[src/rtl/traffic_pkg.sv]
// Shared types and constants for the two-road traffic light controller.
package traffic_pkg;

  typedef enum logic [2:0] {
    A_GRN = 3'd0,
    A_YEL = 3'd1,
    B_GRN = 3'd2,
    B_YEL = 3'd3,
    NIGHT = 3'd4
  } state_t;

  localparam logic [2:0] LAMP_R   = 3'b100;
  localparam logic [2:0] LAMP_Y   = 3'b010;
  localparam logic [2:0] LAMP_G   = 3'b001;
  localparam logic [2:0] LAMP_OFF = 3'b000;

  function automatic state_t next_phase(input state_t s);
    state_t r;
    case (s)
      A_GRN:   r = A_YEL;
      A_YEL:   r = B_GRN;
      B_GRN:   r = B_YEL;
      default: r = A_GRN;
    endcase
    return r;
  endfunction

endpackage

[src/rtl/traffic_light_ctrl_module_if.sv]
// Night request in, lamps and countdown digits out.
interface traffic_light_ctrl_module_if;
  logic       Night_Sig;
  logic [2:0] Light_A;
  logic [2:0] Light_B;
  logic [3:0] Ten_Data;
  logic [3:0] One_Data;
  logic       Disp_En;

  modport master (input Night_Sig,
                  output Light_A, Light_B, Ten_Data, One_Data, Disp_En);
  modport slave  (output Night_Sig,
                  input Light_A, Light_B, Ten_Data, One_Data, Disp_En);
endinterface

[src/rtl/traffic_light_ctrl_module_bcd.sv]
// Two-digit packed-BCD down-counter with load, decrement and an "at 01" flag.
module bcd_down2_module #(
  parameter logic [7:0] RST_VAL = 8'h25
) (
  input  logic       i_clk,
  input  logic       i_rst_n,
  input  logic       i_load,
  input  logic [7:0] i_load_val,
  input  logic       i_dec,
  output logic [3:0] o_ten,
  output logic [3:0] o_one,
  output logic       o_is_01
);

  logic [3:0] r_ten;
  logic [3:0] r_one;

  // Load wins over decrement; a zero ones digit borrows from the tens digit.
  always_ff @(posedge i_clk or negedge i_rst_n) begin
    if (!i_rst_n) begin
      r_ten <= RST_VAL[7:4];
      r_one <= RST_VAL[3:0];
    end else if (i_load) begin
      r_ten <= i_load_val[7:4];
      r_one <= i_load_val[3:0];
    end else if (i_dec) begin
      if (r_one == '0) begin
        r_one <= 4'd9;
        r_ten <= r_ten - 4'd1;
      end else begin
        r_one <= r_one - 4'd1;
      end
    end
  end

  assign o_ten   = r_ten;
  assign o_one   = r_one;
  assign o_is_01 = (r_ten == 4'd0) && (r_one == 4'd1);

endmodule

[src/rtl/traffic_light_ctrl_module.sv]
// Phase sequencer with 1 s tick, BCD countdown and flashing-yellow night override.
module traffic_light_ctrl_module
  import traffic_pkg::*;
#(
  parameter logic [25:0] T1S  = 26'd49_999_999,
  parameter logic [7:0]  T_AG = 8'h25,
  parameter logic [7:0]  T_AY = 8'h05,
  parameter logic [7:0]  T_BG = 8'h20,
  parameter logic [7:0]  T_BY = 8'h05
) (
  input  logic                          CLK,
  input  logic                          RSTn,
  traffic_light_ctrl_module_if.master   bus
);

  state_t      r_state;
  state_t      w_state_nxt;
  logic [25:0] r_count1;
  logic        r_blink;
  logic        w_blink_nxt;
  logic        w_tick;
  logic        w_night_chg;
  logic        w_load;
  logic [7:0]  w_load_val;
  logic        w_dec;
  logic        w_is_01;
  logic [3:0]  w_ten;
  logic [3:0]  w_one;
  logic [2:0]  r_light_a;
  logic [2:0]  r_light_b;
  logic        r_disp_en;
  logic [2:0]  w_light_a_nxt;
  logic [2:0]  w_light_b_nxt;

  assign w_tick = (r_count1 == T1S);

  always_ff @(posedge CLK or negedge RSTn) begin
    if (!RSTn) begin
      r_state  <= A_GRN;
      r_count1 <= '0;
      r_blink  <= 1'b0;
    end else begin
      r_state  <= w_state_nxt;
      r_blink  <= w_blink_nxt;
      r_count1 <= (w_night_chg || w_tick) ? '0 : r_count1 + 26'd1;
    end
  end

  // Night request is evaluated before the tick so it wins a same-cycle collision.
  always_comb begin
    w_state_nxt = r_state;
    w_blink_nxt = r_blink;
    w_night_chg = 1'b0;
    w_load      = 1'b0;
    w_load_val  = T_AG;
    w_dec       = 1'b0;
    if (r_state != NIGHT && bus.Night_Sig) begin
      w_state_nxt = NIGHT;
      w_blink_nxt = 1'b1;
      w_night_chg = 1'b1;
      w_load      = 1'b1;
      w_load_val  = '0;
    end else if (r_state == NIGHT && !bus.Night_Sig) begin
      w_state_nxt = A_GRN;
      w_blink_nxt = 1'b0;
      w_night_chg = 1'b1;
      w_load      = 1'b1;
      w_load_val  = T_AG;
    end else if (w_tick) begin
      if (r_state == NIGHT) begin
        w_blink_nxt = ~r_blink;
      end else if (w_is_01) begin
        w_state_nxt = next_phase(r_state);
        w_load      = 1'b1;
        case (w_state_nxt)
          A_YEL:   w_load_val = T_AY;
          B_GRN:   w_load_val = T_BG;
          B_YEL:   w_load_val = T_BY;
          default: w_load_val = T_AG;
        endcase
      end else begin
        w_dec = 1'b1;
      end
    end
  end

  // Lamps are decoded from the next state so they change on the same edge as the state.
  always_comb begin
    w_light_a_nxt = LAMP_OFF;
    w_light_b_nxt = LAMP_OFF;
    case (w_state_nxt)
      A_GRN: begin w_light_a_nxt = LAMP_G; w_light_b_nxt = LAMP_R; end
      A_YEL: begin w_light_a_nxt = LAMP_Y; w_light_b_nxt = LAMP_R; end
      B_GRN: begin w_light_a_nxt = LAMP_R; w_light_b_nxt = LAMP_G; end
      B_YEL: begin w_light_a_nxt = LAMP_R; w_light_b_nxt = LAMP_Y; end
      default: begin
        w_light_a_nxt = w_blink_nxt ? LAMP_Y : LAMP_OFF;
        w_light_b_nxt = w_blink_nxt ? LAMP_Y : LAMP_OFF;
      end
    endcase
  end

  always_ff @(posedge CLK or negedge RSTn) begin
    if (!RSTn) begin
      r_light_a <= LAMP_G;
      r_light_b <= LAMP_R;
      r_disp_en <= 1'b1;
    end else begin
      r_light_a <= w_light_a_nxt;
      r_light_b <= w_light_b_nxt;
      r_disp_en <= (w_state_nxt != NIGHT);
    end
  end

  bcd_down2_module #(.RST_VAL(T_AG)) u_bcd (
    .i_clk      (CLK),
    .i_rst_n    (RSTn),
    .i_load     (w_load),
    .i_load_val (w_load_val),
    .i_dec      (w_dec),
    .o_ten      (w_ten),
    .o_one      (w_one),
    .o_is_01    (w_is_01)
  );

  assign bus.Light_A  = r_light_a;
  assign bus.Light_B  = r_light_b;
  assign bus.Ten_Data = w_ten;
  assign bus.One_Data = w_one;
  assign bus.Disp_En  = r_disp_en;

endmodule
[src/flat_wrapper.sv]
// flat-port wrapper written by rule: the top's interface ports become plain ports
module traffic_light_ctrl_module_flat import traffic_pkg::*;
#(
  parameter logic [25:0] T1S  = 26'd49_999_999,
  parameter logic [7:0]  T_AG = 8'h25,
  parameter logic [7:0]  T_AY = 8'h05,
  parameter logic [7:0]  T_BG = 8'h20,
  parameter logic [7:0]  T_BY = 8'h05
)
  (CLK, RSTn, bus_Night_Sig, bus_Light_A, bus_Light_B, bus_Ten_Data, bus_One_Data, bus_Disp_En);
  traffic_light_ctrl_module_if bus_i ();
  input  logic CLK;
  input  logic RSTn;
  input wire logic [$bits(bus_i.Night_Sig)-1:0] bus_Night_Sig;
  output wire logic [$bits(bus_i.Light_A)-1:0] bus_Light_A;
  output wire logic [$bits(bus_i.Light_B)-1:0] bus_Light_B;
  output wire logic [$bits(bus_i.Ten_Data)-1:0] bus_Ten_Data;
  output wire logic [$bits(bus_i.One_Data)-1:0] bus_One_Data;
  output wire logic [$bits(bus_i.Disp_En)-1:0] bus_Disp_En;
  assign bus_i.Night_Sig = bus_Night_Sig;
  assign bus_Light_A = bus_i.Light_A;
  assign bus_Light_B = bus_i.Light_B;
  assign bus_Ten_Data = bus_i.Ten_Data;
  assign bus_One_Data = bus_i.One_Data;
  assign bus_Disp_En = bus_i.Disp_En;
  traffic_light_ctrl_module #(.T1S(T1S), .T_AG(T_AG), .T_AY(T_AY), .T_BG(T_BG), .T_BY(T_BY)) u_core (.CLK(CLK), .RSTn(RSTn), .bus(bus_i));
endmodule
[config.mk]
export PLATFORM = sky130hd
export DESIGN_NAME = traffic_light_ctrl_module_flat
export DESIGN_NICKNAME = d
export VERILOG_FILES = /design/src/rtl/traffic_pkg.sv /design/src/rtl/traffic_light_ctrl_module_if.sv /design/src/rtl/traffic_light_ctrl_module_bcd.sv /design/src/rtl/traffic_light_ctrl_module.sv /design/src/flat_wrapper.sv
export SDC_FILE = /design/constraint.sdc
export NUM_CORES = 1
export LEC_CHECK = 0
export BUFFER_PORTS_ARGS = -buffer_cell sky130_fd_sc_hd__buf_2
export CORE_ASPECT_RATIO = 1.75
export CORE_MARGIN = 2
export CORE_UTILIZATION = 52
export DETAILED_ROUTE_END_ITERATION = 10
export HOLD_SLACK_MARGIN = 0.03
export PLACE_DENSITY_LB_ADDON = 0.15
export SYNTH_ARGS = -nofsm -noshare
export SYNTH_HDL_FRONTEND = slang
export SYNTH_SLANG_ARGS = --single-unit
[constraint.sdc]
create_clock -name CLK -period 2.9 [get_ports CLK]
set_input_delay 0.29 -clock CLK [delete_from_list [all_inputs] [get_ports CLK]]
set_output_delay 0.29 -clock CLK [all_outputs]
set_load 0.01 [all_outputs]
Word-level counts from Yosys, hierarchy flattened
Index checks and enable logic that the tools add are counted.

Output and inout port bits: 15. Register bits: 45. Logic and storage cells: 83.

Reductions and logical operators: 15. Add/sub/neg operators: 3. Bitwise logic cells: 1. Eq/ne operators: 13. Multiplexer cells: 43.

Operator list (count): 8-bit two-way mux (5); 3-bit two-way mux (10); 26-bit by 1-bit adder with 26-bit output, second input constant (1); 26-bit equality test, second input constant (1); 26-bit two-way mux (1); 4-bit two-way mux (6); 3-bit case mux with 3 select lines (2); 1-bit two-way mux (16); 3-bit by 2-bit equality test with 1-bit output, second input constant (5); 6-bit case mux with 2 select lines (1); 3-bit by 1-bit equality test with 1-bit output, second input constant (3); 4-bit logical NOT (2); 4-bit by 1-bit subtractor with 4-bit output, second input constant (2); 3-bit logical NOT (2); 3-bit != test, second input constant (2); 2-bit case mux with 3 select lines (1); 2-bit OR reduction (3); 4-bit by 1-bit equality test with 1-bit output, second input constant (1); 2-bit nonzero test (2); 3-bit equality test, second input constant (1); 1-bit logical AND (3); 2-bit two-way mux (1); 2-bit AND reduction (1); 1-bit logical NOT (1); other kinds (2) (2).

Depth between registers and ports, before layout
Depth after elaboration: 16. Depth in mapped cells: 9.

By module
A second synthesis with hierarchy kept.

Cell total of the unflattened synthesis: 268. Area total of the unflattened synthesis: 2572.5 µm².

By module, submodules not included: traffic_light_ctrl_module (cells an instance 214, instances 1, seq. area each 929.6 µm², area an instance 2080.7 µm²); bcd_down2_module (cells an instance 54, instances 1, seq. area each 203.9 µm², area an instance 491.7 µm²).

Least setup slack after synthesis
Ideal clock, no wire load.

Kind: reg-to-reg. Start: reg u_core.r_count1[0]. End: reg u_core.u_bcd.r_one[3] (netlist: u_core.u_bcd.o_one[3]). Path buffers: 2. Stages on the path, launching flop included: 9. Data required time: 2822 ps. Period minus slack after synthesis: 2360 ps. Slack: 540 ps. Data arrival time: 2282 ps. Library setup time: 78 ps. Cells stage by stage: dfrtp_1 > ha_1 > nand4_1 > or4_1 > buf_2 > or2_1 > buf_2 > or4b_1 > a21oi_1.

Longest elaborated chain between the ends: 5.

RTL lines: start, declared (RTL line traffic_light_ctrl_module.sv:18) `logic [25:0] r_count1;`; start signal, assigned (RTL line traffic_light_ctrl_module.sv:45) `r_count1 <= (w_night_chg || w_tick) ? '0 : r_count1 + 26'd1;`; 26-bit equality test * (RTL line traffic_light_ctrl_module.sv:35) `assign w_tick = (r_count1 == T1S);`; 8-bit two-way mux / 1-bit two-way mux (equally long branches) (RTL line traffic_light_ctrl_module.sv:69) `end else if (w_tick) begin`; 8-bit two-way mux / 1-bit two-way mux (equally long branches) (RTL line traffic_light_ctrl_module.sv:63) `end else if (r_state == NIGHT && !bus.Night_Sig) begin`; 8-bit two-way mux / 1-bit two-way mux (equally long branches) (RTL line traffic_light_ctrl_module.sv:57) `if (r_state != NIGHT && bus.Night_Sig) begin`; 4-bit two-way mux / 2-bit nonzero test (equally long branches); end signal, assigned (RTL line traffic_light_ctrl_module_bcd.sv:22) `r_one <= RST_VAL[3:0];`; end signal, assigned (RTL line traffic_light_ctrl_module_bcd.sv:25) `r_one <= i_load_val[3:0];`; end signal, assigned (RTL line traffic_light_ctrl_module_bcd.sv:31) `r_one <= r_one - 4'd1;`; end, declared (RTL line traffic_light_ctrl_module_bcd.sv:16) `logic [3:0] r_one;`.

Mark *: on every way between the ends. The rest lies on a longest branch, timed or not. A chain may end at the register's enable or synchronous reset.

Worst setup path in the final report
Start: reg u_core.r_state[2]. End: reg u_core.u_bcd.r_one[3] (netlist: u_core.u_bcd.o_one[3]).

Longest elaborated chain between the ends: 6.

RTL lines: start, declared (RTL line traffic_light_ctrl_module.sv:16) `state_t r_state;`; start signal, assigned (RTL line traffic_light_ctrl_module.sv:43) `r_state <= w_state_nxt;`; 3-bit equality test (RTL line traffic_light_ctrl_module.sv:63, traffic_light_ctrl_module.sv:70); 8-bit two-way mux / 1-bit two-way mux (equally long branches) (RTL line traffic_light_ctrl_module.sv:70) `if (r_state == NIGHT) begin`; 8-bit two-way mux / 1-bit two-way mux (equally long branches) (RTL line traffic_light_ctrl_module.sv:69); 8-bit two-way mux / 1-bit two-way mux (equally long branches) (RTL line traffic_light_ctrl_module.sv:63); 8-bit two-way mux / 1-bit two-way mux (equally long branches) (RTL line traffic_light_ctrl_module.sv:57); 4-bit two-way mux / 2-bit nonzero test (equally long branches).

Several ways; a longest one is shown, not always the timed one.

==> impl_metrics.yaml <==
place:
  gp_congestion: 0.771
  portBuffers: 17
  place_area_um2: 2580
  dp_hpwl_um: 3670
run_status:
  status: "finished clean"
timing:
  max_freq_mhz: 393
  max_slew_margin_pct: 33.9
  fin_crit_sh_pct: 87.8
  setup_viol: 0
  rsz0062_at_grt: "no"
  tightest_slew_ns: 0.992
  min_period_ns: 2.55
  slew_viol_final: 0
  fin_hold_ws_ns: 0.145
  finalSetupTns_ns: 0
  hold_viol: 0
  finClkSkew_ns: 0.00710
worst_hold_path:
  hold_class: "input port to asynchronous set/reset pin"
run:
  max_cap_viol_count: 0
drt:
  top_layer: "met4"
  drtAntennaViolNets: 0
  dr.pass1.iters: 4
  wl_per_cell_um: 15.3
  post_drt_via_cell_ratio: 5.84
  drt-initial-drc-count: 29
  wl_met3_um: 124
  wl_met1_um: 2030
  route.met2.wl_um: 2790
  drc: 0
  finalWirelength_um: 5070
  via_count: 1934
worst_setup_path:
  cp-start-kind: "flip-flop"
  worstSetupEndpointType: "flip-flop"
  r2r_setup_slack_ns: 0.35
  required_ns: 3.13
  worstReg2RegEnd: "u_core.u_bcd.o_one[3]$_DFFE_PN0P_"
  critical_path_class: "flip-flop to flip-flop"
  critPathArrivalTime_ns: 2.78
  rr_startpoint: "u_core.r_state[2]$_DFF_PN0_"
  worstPathMaxFanout: 11
  reg2reg_depth: 6
final_layout:
  num_antenna_cells: 0
  final_cell_mix: "dfrtp_1 (39), nor2_1 (36), buf_2 (17), xnor2_1 (15), xor2_1 (14)"
  nets: 286
  finalInstanceArea_um2: 2700
  n_fill_cell: 434
  drive_gt1_share_pct: 15.8
  mostFrequentLayoutCell: "dfrtp_1"
  syn_to_final_growth_pct: 9.66
  utilization_pct: 58.4
logic_synthesis:
  yosysTopAreaCellShare_pct: 39.7
  ys_seq_area_share_pct: 46.1
  yosys_warnings: 0
  synth_cells: 263
  synthFlopType: "dfrtp_1"
  synth_enable_flop_cells: 0
  yosys_register_bits: 45
  avgSynthCellArea_um2: 9.36
  synth_largest_area_cell: "dfrtp_1"
  synth_area_leaders: "dfrtp_1 (40%), dfstp_2 (6.4%), nor2_1 (5.5%)"
  ys_types: 46
  synth_area_um2: 2460
  synthArstFlopShare_pct: 100
  syn_nets: 271
floorplanning:
  die_h_um: 95.0
  rows: 33
  num_io_pins: 18
  floorplan.initialDensity_pct: 53.2
  die-area_um2: 5320
  core_um2: 4620
  die_x_um: 56.0
cts:
  insertion_delay_ns: 0.30
  clock_path_buffers: 2
  cts_tree: "yes"
  cts.repair.resized: 0
  clkTransAtPathRegs_ns: 0.09
  cts.sinks: 45
  root_buffer: "clkbuf_8"
  cts_max_level: 2
  postCtsHoldBufs: 0
  cts_setup_buffers: 0
  numCtsBuffers: 5
global_routing:
  antenna_found_initial: 0
  grt.total_usage_pct: 20.3
  grt_max_degree: 46
  grt_pass1_wl_um: 8380
  grt_overflow: 0
  grt_pass1_vias: 1873
power:
  vdd_ir_drop_max_mv: 0.461
  finalPower_mw: 1.89
  power.density_nw_per_um2: 699
  leakage_nw: 1.12
==> per-layer routing <==
metal / up-vias / GRT usage, %
met2: 39 / 38.9
li1: 952 / -
met1: 932 / 21.4
met5: - / 0
met3: 11 / 3.15
met4: 0 / 8.73
==> cell type report <==
type,count,area [um2],area share [%]
clock inverters,2,37.5,1.39
well taps,52,65.1,2.41
repair buffers,20,108,3.99
flip-flops and latches,45,1130,42.0
clock buffers,6,82.6,3.06
inverters,14,52.6,1.95
multi-input cells,192,1220,45.2
==> flip-flops by register name, indices dropped and copies added, names as in the netlist <==
name                count
u_core.r_blink          1
u_core.u_bcd.o_ten      4
u_core.bus.Light_A      3
u_core.bus.Disp_En      1
u_core.r_count1        26
u_core.r_state          3
u_core.u_bcd.o_one      4
u_core.bus.Light_B      3
==> power breakdown <==
part	internal (mW)	switching, mW
logic	0.219	0.340
clock network	0.280	0.222
registers	0.743	0.0828
total	1.24	0.645
==> critical path: stages, from the launching register on <==
cell and delay, ns:
dfrtp_1 0.51, or3b_4 0.32, inv_2 0.04, or4_1 0.62, or2_1 0.32, or4b_1 0.53, a21oi_1 0.15
==> synthesized netlist by cell type, drive strengths merged (2+ instances only) <==
cell and count:
buf 3, nor2b 3, nor4b 2, nand4 9
xor2 14, clkbuf 9, mux2i 4, ha 5
nor3 11, or3 7, dfrtp 39, o21ai 9
or4 4, a21boi 2, or2 4, inv 14
nor2 36, dfstp 6, nand2 12, xnor2 15
nor4 7, a31oi 4, nand3 13, and4 5
o22ai 3, a21oi 7, and3 3, nor3b 3
==> worst max-delay path by stage <==
stage                                       from                           endpoint  slack, ns  cells after the start
CTS                  u_core.r_state[2]$_DFF_PN0_  u_core.u_bcd.o_one[3]$_DFFE_PN0P_       0.35                      6
floorplan           u_core.r_count1[0]$_DFF_PN0_  u_core.u_bcd.o_one[3]$_DFFE_PN0P_       0.54                      8
global route         u_core.r_state[2]$_DFF_PN0_  u_core.u_bcd.o_one[3]$_DFFE_PN0P_       0.25                      6
detailed placement   u_core.r_state[2]$_DFF_PN0_  u_core.u_bcd.o_one[3]$_DFFE_PN0P_       0.38                      6
finish               u_core.r_state[2]$_DFF_PN0_  u_core.u_bcd.o_one[3]$_DFFE_PN0P_       0.35                      6
global placement     u_core.r_state[2]$_DFF_PN0_  u_core.u_bcd.o_one[3]$_DFFE_PN0P_       0.44                      6
==> through the flow <==
stage	setup slack, ns	cells
5_1_grt	0.248	331
4_1_cts	0.353	331
6_report	0.353	331
3_3_place_gp	0.444	323
3_5_place_dp	0.384	323
2_1_floorplan	0.540	263
==> logic make-up after synthesis <==
| family | after synthesis | synth area share (%) |
|---|---|---|
| xor gates and xnor gates | 29 | 10.3 |
| and+or+nand+nor | 125 | 28.0 |
| AOI/OAI and AO/OA | 29 | 7.07 |
| muxes | 4 | 1.63 |
| adders and majority gates | 5 | 2.54 |
| DFF | 45 | 46.1 |
| buffers and inverters | 26 | 4.37 |
No activity file was read; power rests on OpenSTA's default activity.
